`src/rtl/transmit_response_scheduler.sv`:
```
// Sequences register-file and ALU responses, one byte at a time, into the UART transmit synchronizer.
// Optional WAIT_START abort timer is enabled by defining RESPONSE_TIMEOUT_EN.
module transmit_response_scheduler #(
    parameter int DATA_WIDTH     = 8,
    parameter int TIMEOUT_CYCLES = 1024
) (
    input  logic                      clk,
    input  logic                      reset,
    input  logic                      ALU_result_valid,
    input  logic [2*DATA_WIDTH-1:0]   ALU_result,
    input  logic                      register_file_read_data_valid,
    input  logic [DATA_WIDTH-1:0]     register_file_read_data,
    input  logic                      transmitter_Q_pulse_generator,
    input  logic                      transmitter_busy_synchronized,
    output logic                      transmitter_parallel_data_valid,
    output logic [DATA_WIDTH-1:0]     transmitter_parallel_data,
    output logic                      scheduler_busy,
    output logic                      response_dropped,
    output logic                      timeout_error
);
    localparam logic [1:0] IDLE       = 2'd0;
    localparam logic [1:0] SEND       = 2'd1;
    localparam logic [1:0] WAIT_START = 2'd2;
    localparam logic [1:0] WAIT_END   = 2'd3;
    localparam int         CW         = $clog2(TIMEOUT_CYCLES + 1);

    logic [1:0]              state_q, state_d;
    logic                    grant_alu_q, grant_alu_d;
    logic                    last_grant_alu_q, last_grant_alu_d;
    logic                    byte_idx_q, byte_idx_d;
    logic                    alu_full_q, alu_full_d;
    logic [2*DATA_WIDTH-1:0] alu_slot_q, alu_slot_d;
    logic                    rf_full_q, rf_full_d;
    logic [DATA_WIDTH-1:0]   rf_slot_q, rf_slot_d;
    logic                    tx_valid_q, tx_valid_d;
    logic [DATA_WIDTH-1:0]   tx_data_q, tx_data_d;
    logic                    busy_q, busy_d;
    logic                    drop_q, drop_d;
    logic                    timeout_q, timeout_d;
    logic                    release_s;
    logic                    pick_alu_s;
    logic                    expired_s;

`ifdef RESPONSE_TIMEOUT_EN
    localparam logic [CW-1:0] TO_LIMIT = CW'(TIMEOUT_CYCLES);
    logic [CW-1:0] to_cnt_q, to_cnt_d;
    logic [CW-1:0] to_inc_s;

    // WAIT_START dwell counter, restarted on every entry into WAIT_START
    always_comb begin
        to_inc_s = to_cnt_q + {{(CW-1){1'b0}}, 1'b1};
        if (state_q != WAIT_START) begin
            to_cnt_d  = {CW{1'b0}};
            expired_s = 1'b0;
        end else begin
            to_cnt_d  = to_inc_s;
            expired_s = (to_inc_s == TO_LIMIT) && !transmitter_busy_synchronized;
        end
    end

    // Timer register
    always_ff @(posedge clk or negedge reset) begin
        if (!reset) begin
            to_cnt_q <= {CW{1'b0}};
        end else begin
            to_cnt_q <= to_cnt_d;
        end
    end
`else
    assign expired_s = 1'b0;
`endif

    // Arbitration, byte handshake FSM and slot bookkeeping
    always_comb begin
        state_d          = state_q;
        grant_alu_d      = grant_alu_q;
        last_grant_alu_d = last_grant_alu_q;
        byte_idx_d       = byte_idx_q;
        tx_valid_d       = tx_valid_q;
        tx_data_d        = tx_data_q;
        timeout_d        = 1'b0;
        release_s        = 1'b0;
        pick_alu_s       = 1'b0;
        case (state_q)
            IDLE: begin
                if (alu_full_q && rf_full_q) begin
                    pick_alu_s       = !last_grant_alu_q;
                    last_grant_alu_d = !last_grant_alu_q;
                end else begin
                    pick_alu_s = alu_full_q;
                end
                if (alu_full_q || rf_full_q) begin
                    grant_alu_d = pick_alu_s;
                    byte_idx_d  = 1'b0;
                    state_d     = SEND;
                    tx_valid_d  = 1'b1;
                    tx_data_d   = pick_alu_s ? alu_slot_q[DATA_WIDTH-1:0] : rf_slot_q;
                end else begin
                    state_d = IDLE;
                end
            end
            SEND: begin
                if (transmitter_Q_pulse_generator) begin
                    tx_valid_d = 1'b0;
                    state_d    = WAIT_START;
                end else begin
                    state_d = SEND;
                end
            end
            WAIT_START: begin
                if (transmitter_busy_synchronized) begin
                    state_d = WAIT_END;
                end else if (expired_s) begin
                    // A stalled transmitter forfeits the whole response, including any unsent ALU byte
                    timeout_d = 1'b1;
                    release_s = 1'b1;
                    state_d   = IDLE;
                end else begin
                    state_d = WAIT_START;
                end
            end
            WAIT_END: begin
                if (transmitter_busy_synchronized) begin
                    state_d = WAIT_END;
                end else if (grant_alu_q && !byte_idx_q) begin
                    byte_idx_d = 1'b1;
                    state_d    = SEND;
                    tx_valid_d = 1'b1;
                    tx_data_d  = alu_slot_q[2*DATA_WIDTH-1:DATA_WIDTH];
                end else begin
                    release_s = 1'b1;
                    state_d   = IDLE;
                end
            end
            default: begin
                state_d    = IDLE;
                tx_valid_d = 1'b0;
            end
        endcase

        // Arrivals beat a same-cycle release, so a freed slot can refill immediately
        alu_full_d = alu_full_q && !(release_s && grant_alu_q);
        rf_full_d  = rf_full_q && !(release_s && !grant_alu_q);
        alu_slot_d = alu_slot_q;
        rf_slot_d  = rf_slot_q;
        drop_d     = 1'b0;
        if (ALU_result_valid && !alu_full_d) begin
            alu_full_d = 1'b1;
            alu_slot_d = ALU_result;
        end else if (ALU_result_valid) begin
            drop_d = 1'b1;
        end else begin
            alu_full_d = alu_full_d;
        end
        if (register_file_read_data_valid && !rf_full_d) begin
            rf_full_d = 1'b1;
            rf_slot_d = register_file_read_data;
        end else if (register_file_read_data_valid) begin
            drop_d = 1'b1;
        end else begin
            rf_full_d = rf_full_d;
        end
        busy_d = (state_d != IDLE);
    end

    // State and output registers
    always_ff @(posedge clk or negedge reset) begin
        if (!reset) begin
            state_q          <= IDLE;
            grant_alu_q      <= 1'b0;
            last_grant_alu_q <= 1'b1;
            byte_idx_q       <= 1'b0;
            alu_full_q       <= 1'b0;
            alu_slot_q       <= {(2*DATA_WIDTH){1'b0}};
            rf_full_q        <= 1'b0;
            rf_slot_q        <= {DATA_WIDTH{1'b0}};
            tx_valid_q       <= 1'b0;
            tx_data_q        <= {DATA_WIDTH{1'b0}};
            busy_q           <= 1'b0;
            drop_q           <= 1'b0;
            timeout_q        <= 1'b0;
        end else begin
            state_q          <= state_d;
            grant_alu_q      <= grant_alu_d;
            last_grant_alu_q <= last_grant_alu_d;
            byte_idx_q       <= byte_idx_d;
            alu_full_q       <= alu_full_d;
            alu_slot_q       <= alu_slot_d;
            rf_full_q        <= rf_full_d;
            rf_slot_q        <= rf_slot_d;
            tx_valid_q       <= tx_valid_d;
            tx_data_q        <= tx_data_d;
            busy_q           <= busy_d;
            drop_q           <= drop_d;
            timeout_q        <= timeout_d;
        end
    end

    assign transmitter_parallel_data_valid = tx_valid_q;
    assign transmitter_parallel_data       = tx_data_q;
    assign scheduler_busy                  = busy_q;
    assign response_dropped                = drop_q;
    assign timeout_error                   = timeout_q;
endmodule
```
`config.mk`:
```
export PLATFORM = sky130hd
export DESIGN_NAME = transmit_response_scheduler
export DESIGN_NICKNAME = d
export VERILOG_FILES = /design/src/rtl/transmit_response_scheduler.sv
export SDC_FILE = /design/constraint.sdc
export NUM_CORES = 1
export LEC_CHECK = 0
export CAP_MARGIN = 5
export CORE_MARGIN = 2
export CORE_UTILIZATION = 50
export DETAILED_ROUTE_END_ITERATION = 10
export PLACE_DENSITY = 0.88
export RECOVER_POWER = 100
export SLEW_MARGIN = 20
export SYNTH_ARGS = -nofsm -noshare
export SYNTH_HDL_FRONTEND = slang
export SYNTH_SLANG_ARGS = --single-unit
export TNS_END_PERCENT = 50
```
`constraint.sdc`:
```
create_clock -name clk -period 3.46 [get_ports clk]
set_input_delay 0.519 -clock clk [delete_from_list [all_inputs] [get_ports clk]]
set_output_delay 0.519 -clock clk [all_outputs]
set_load 0.05 [all_outputs]
```
---- Yosys cells after proc, flatten, opt, wreduce, memory -nomap -nowiden ----
Cells that the tools add are included.
cells by class
  equal/unequal tests ..................... 7
  muxes and demuxes ....................... 29
  reductions and logical operators ........ 24
operators with widths
  operator                                              count
  2-to-1 mux 8 bit                                      4
  2-to-1 mux 1 bit                                      19
  one-hot mux 8 bit (2 select lines)                    1
  logical AND 1 bit                                     8
  inequality test 2 bit (second input constant)         4
  one-hot mux 2 bit (4 select lines)                    1
  zero test 1 bit                                       7
  AND reduction 5 bit                                   1
  equality test 2 bit (second input constant)           2
  2-to-1 mux 2 bit                                      2
  AND reduction 2 bit                                   2
  AND reduction 4 bit                                   1
  nonzero test 2 bit                                    2
  one-hot mux 1 bit (3 select lines)                    1
  nonzero test 3 bit                                    1
  equality test 2 x 1 -> 1 bit (second input constant)  1
  zero test 2 bit                                       1
  one-hot mux 1 bit (2 select lines)                    1
  logical OR 1 bit                                      1
word-level totals
  register bits after elaboration ......... 42
  input port bits ......................... 30
  output and inout bits ................... 12
  logic and storage cells ................. 72

---- Depth between registers and ports, before layout ----
  depth in word-level cells ............... 13
  mapped depth ............................ 6
  depth with buffers taken out ............ 4

---- Worst setup path before layout ----
Ideal clock, no wire load.
  path kind ............................... input to register
  from .................................... input transmitter_busy_synchronized
  to ...................................... register alu_slot_q[10]
  path buffers ............................ 1
  stages on the path ...................... 5
  setup time .............................. 0.125 ns
  arrival time ............................ 1.401 ns
  slack ................................... 1.934 ns
  data required time ...................... 3.335 ns
  path through ............................ nand3b_4 > o21ai_4 > nand2_4 > buf_6 > mux2_4
on the way
  longest elaborated chain between the ends .. 7
ends and longest elaborated chain
  item                  line  text
  start, declared       14    input logic transmitter_busy_synchronized,
  2-to-1 mux 1 bit      123   if (transmitter_busy_synchronized) begin
  2-to-1 mux 1 bit      -
  logical AND 1 bit     142   alu_full_d = alu_full_q && !(release_s && grant_alu_q);
  zero test 1 bit       142
  logical AND 1 bit     142
  zero test 1 bit       147   if (ALU_result_valid && !alu_full_d) begin
  logical AND 1 bit     147
  end signal, assigned  174   alu_slot_q <= {(2*DATA_WIDTH){1'b0}};
  end signal, assigned  188   alu_slot_q <= alu_slot_d;
  end, declared         32    logic [2*DATA_WIDTH-1:0] alu_slot_q, alu_slot_d;
No other way between the ends.
A chain may end at the register's enable or synchronous reset.

---- Worst setup path in the final report ----
  from .................................... input transmitter_busy_synchronized
  to ...................................... register alu_slot_q[6]
Same word-level chain as after synthesis.

==> qor.csv <==
metric;value;unit
outcome;complete, but fails checks;
violations;max-capacitance violations, max-slew violations;
synthArstFlopShare;100;%
p_sw;0.000847;W
clkTransAtPathRegs;80;ps
port_buffers;40;
gp_congestion;0.761;
netlist_top_cells_count;41 x dfrtp_1, 15 x a21oi_1, 14 x mux2_2;
postCtsSetupBuffers;0;
yosys_warnings;0;
clkSinkCount;42;
cp_slowest_stage_delay;700;ps
drtIter0Drc;65;
rsz0062_at_grt;false;
tightest_slew;2160;ps
rrSetupSlack;1340;ps
reg2reg_to;alu_slot_q[6];
hold_viol;0;
crit_start;transmitter_busy_synchronized;
synth_area_leaders;dfrtp_1 52%, mux2_2 7.9%, mux2_4 7.6%;
syn_area;1980;um2
synth_cells;155;
fin_util;63.6;%
yosysTopAreaCell;dfrtp_1;
rows;22;
path_cells;dlygate4sd3_1, nand3b_1, o21ai_0, nand2_1, mux2_1;
slew_violations;43;
avgSynthCellArea;12.8;um2
cap_violations;1;
clk_latency;300;ps
ys_types;33;
cpMaxStageDelayCell;dlygate4sd3_1;
finalCritPeriodShare;75.5;%
viasPerCell;5.45;
cp.required;3640;ps
cp.arrival;2790;ps
grt_antenna_before_repair;0;
drcViolationCount;0;
firstDrtPassIters;5;
area_growth;20.1;%
ctsLongestPathBuffers;2;
seqPwrFrac;40.9;%
switching_share;39.6;%
die_area;4490;um2
ys.flop_type;dfrtp_1;
setup_tns;0;ps
wirelength;4020;um
endpoint;alu_slot_q[6];
fin_crit;2610;ps
fin_skew;9.75;ps
grt_pass1_vias;1385;
timing.fmax;383;MHz
dr_total_vias;1336;
die_w;67;um
p_per_area;898;nW/um2
hold_class;flip-flop to flip-flop;
start_util;53.0;%
holdBufCountCts;0;
yosysSeqAreaShare;53.0;%
fp.dieH;67;um
synth_edf_count;0;
grt_pass1_wl;6660;um
core_area;3740;um2
p_int;0.00129;W
cp.buffers_inverters;1;
cts_root_buffer;clkbuf_8;
setup_viol_count_final;0;
cts_tree;done;
reg2reg_depth;4;
pwr-share-clk;15.2;%
path_max_fanout;16;
postRouteAntennaNets;0;
timing.slew.headroom;-44.2;%
n_antenna_cell;0;
place_area;2380;um2
syn-num-nets;185;
io_pins;42;
wire_per_inst;16.4;um
cts_buffers;5;
power.leakage;1.04;nW
synth_most_common_cell;dfrtp_1;
layout.nets;226;
cp_top_family;simple AND/OR/NAND/NOR gates;
cts-resized-gates;0;
power_frac_comb;44.0;%
path_depth;5;
rr_startpoint;state_q[1];
grt_max_degree;43;
drive_above_1_share;12.2;%
overflow;0;
design_area;2380;um2
cp-end-kind;flip-flop;
hpwl;2900;um
grt_usage;20.6;%
path_class;input pin to flip-flop;
netlist.area_leader.share;51.7;%
ys_seq_elements;42;
irDropWorstVdd;0.389;mV
start_kind;input pin;
h-tree-depth;2;
## cell families after synthesis
| group | share of synthesized area [%] |
|---|---|
| AO/OA/AOI/OAI | 14.7 |
| XOR/XNOR | 0.441 |
| buffers and inverters | 3.78 |
| flip-flops | 53.0 |
| multiplexers | 19.5 |
| other | 0.189 |
| AND/OR/NAND/NOR | 8.32 |
## state kept, by name, summed over array words and instances (netlist names)
name / flops
alu_slot_q: 16
rf_slot_q: 8
transmitter_parallel_data: 8
state_q: 2
alu_full_q: 1
byte_idx_q: 1
grant_alu_q: 1
last_grant_alu_q: 1
response_dropped: 1
rf_full_q: 1
scheduler_busy: 1
transmitter_parallel_data_valid: 1
## routing by layer
| metal | track usage (%) | vias up | part of all wire, % |
|---|---|---|---|
| met1 | 27.8 | 650 | 45 |
| met5 | 0 | - | 0 |
| met2 | 31.1 | 47 | 48 |
| li1 | - | 635 | - |
| met3 | 4.90 | 4 | 5.7 |
| met4 | 10.2 | 0 | 1.4 |
## stage by stage
step / total power [W] / hold WS (ps) / setup slack (ps) / std cells
floorplan: 0.00167 / 223 / 1930 / 155
global placement: 0.00187 / 487 / 1160 / 237
detailed placement: 0.00193 / 498 / 1080 / 237
CTS: 0.00226 / 371 / 1400 / 245
global route: 0.00227 / 526 / 722 / 245
finish: 0.00214 / 507 / 848 / 245
## power groups by stage
stage / logic (W) / registers [W] / clock network, W
6_report: 0.000941 / 0.000874 / 0.000324
2_1_floorplan: 0.000666 / 0.00100 / 0
3_5_place_dp: 0.00104 / 0.000889 / 0
4_1_cts: 0.00104 / 0.000885 / 0.000326
3_3_place_gp: 0.000997 / 0.000875 / 0
5_1_grt: 0.00102 / 0.000900 / 0.000350
## layout by cell type (no fill, tap or decap), drive strengths merged, types with 7 or more instances in the layout
| cell type | count |
|---|---|
| clkdlybuf4s50 | 27 |
| o21ai | 12 |
| nand2 | 7 |
| clkbuf | 9 |
| a21oi | 15 |
| a22o | 9 |
| mux2i | 8 |
| mux2 | 24 |
| dfrtp | 41 |
| dlygate4sd3 | 12 |
| nand2b | 9 |
## worst min-delay path by stage
stage,endpoint,slack (ps),start,cells past startpoint
floorplan,alu_full_q,220,reset,0
global placement,alu_slot_q[3],490,alu_slot_q[3],1
detailed placement,alu_slot_q[0],500,alu_slot_q[0],1
CTS,alu_slot_q[15],370,reset,1
global route,alu_slot_q[8],530,alu_slot_q[8],1
finish,alu_slot_q[5],510,alu_slot_q[5],1
## final cells by class
type / instances / area [um2]
Sequential cell: 42 / 1050
Inverter: 3 / 11.3
Multi-Input combinational cell: 103 / 767
Tap cell: 48 / 60.1
Timing Repair Buffer: 41 / 402
Clock buffer: 8 / 90.1
Fill cell: 308 / 1360
Power figures use the tool's default switching activity.
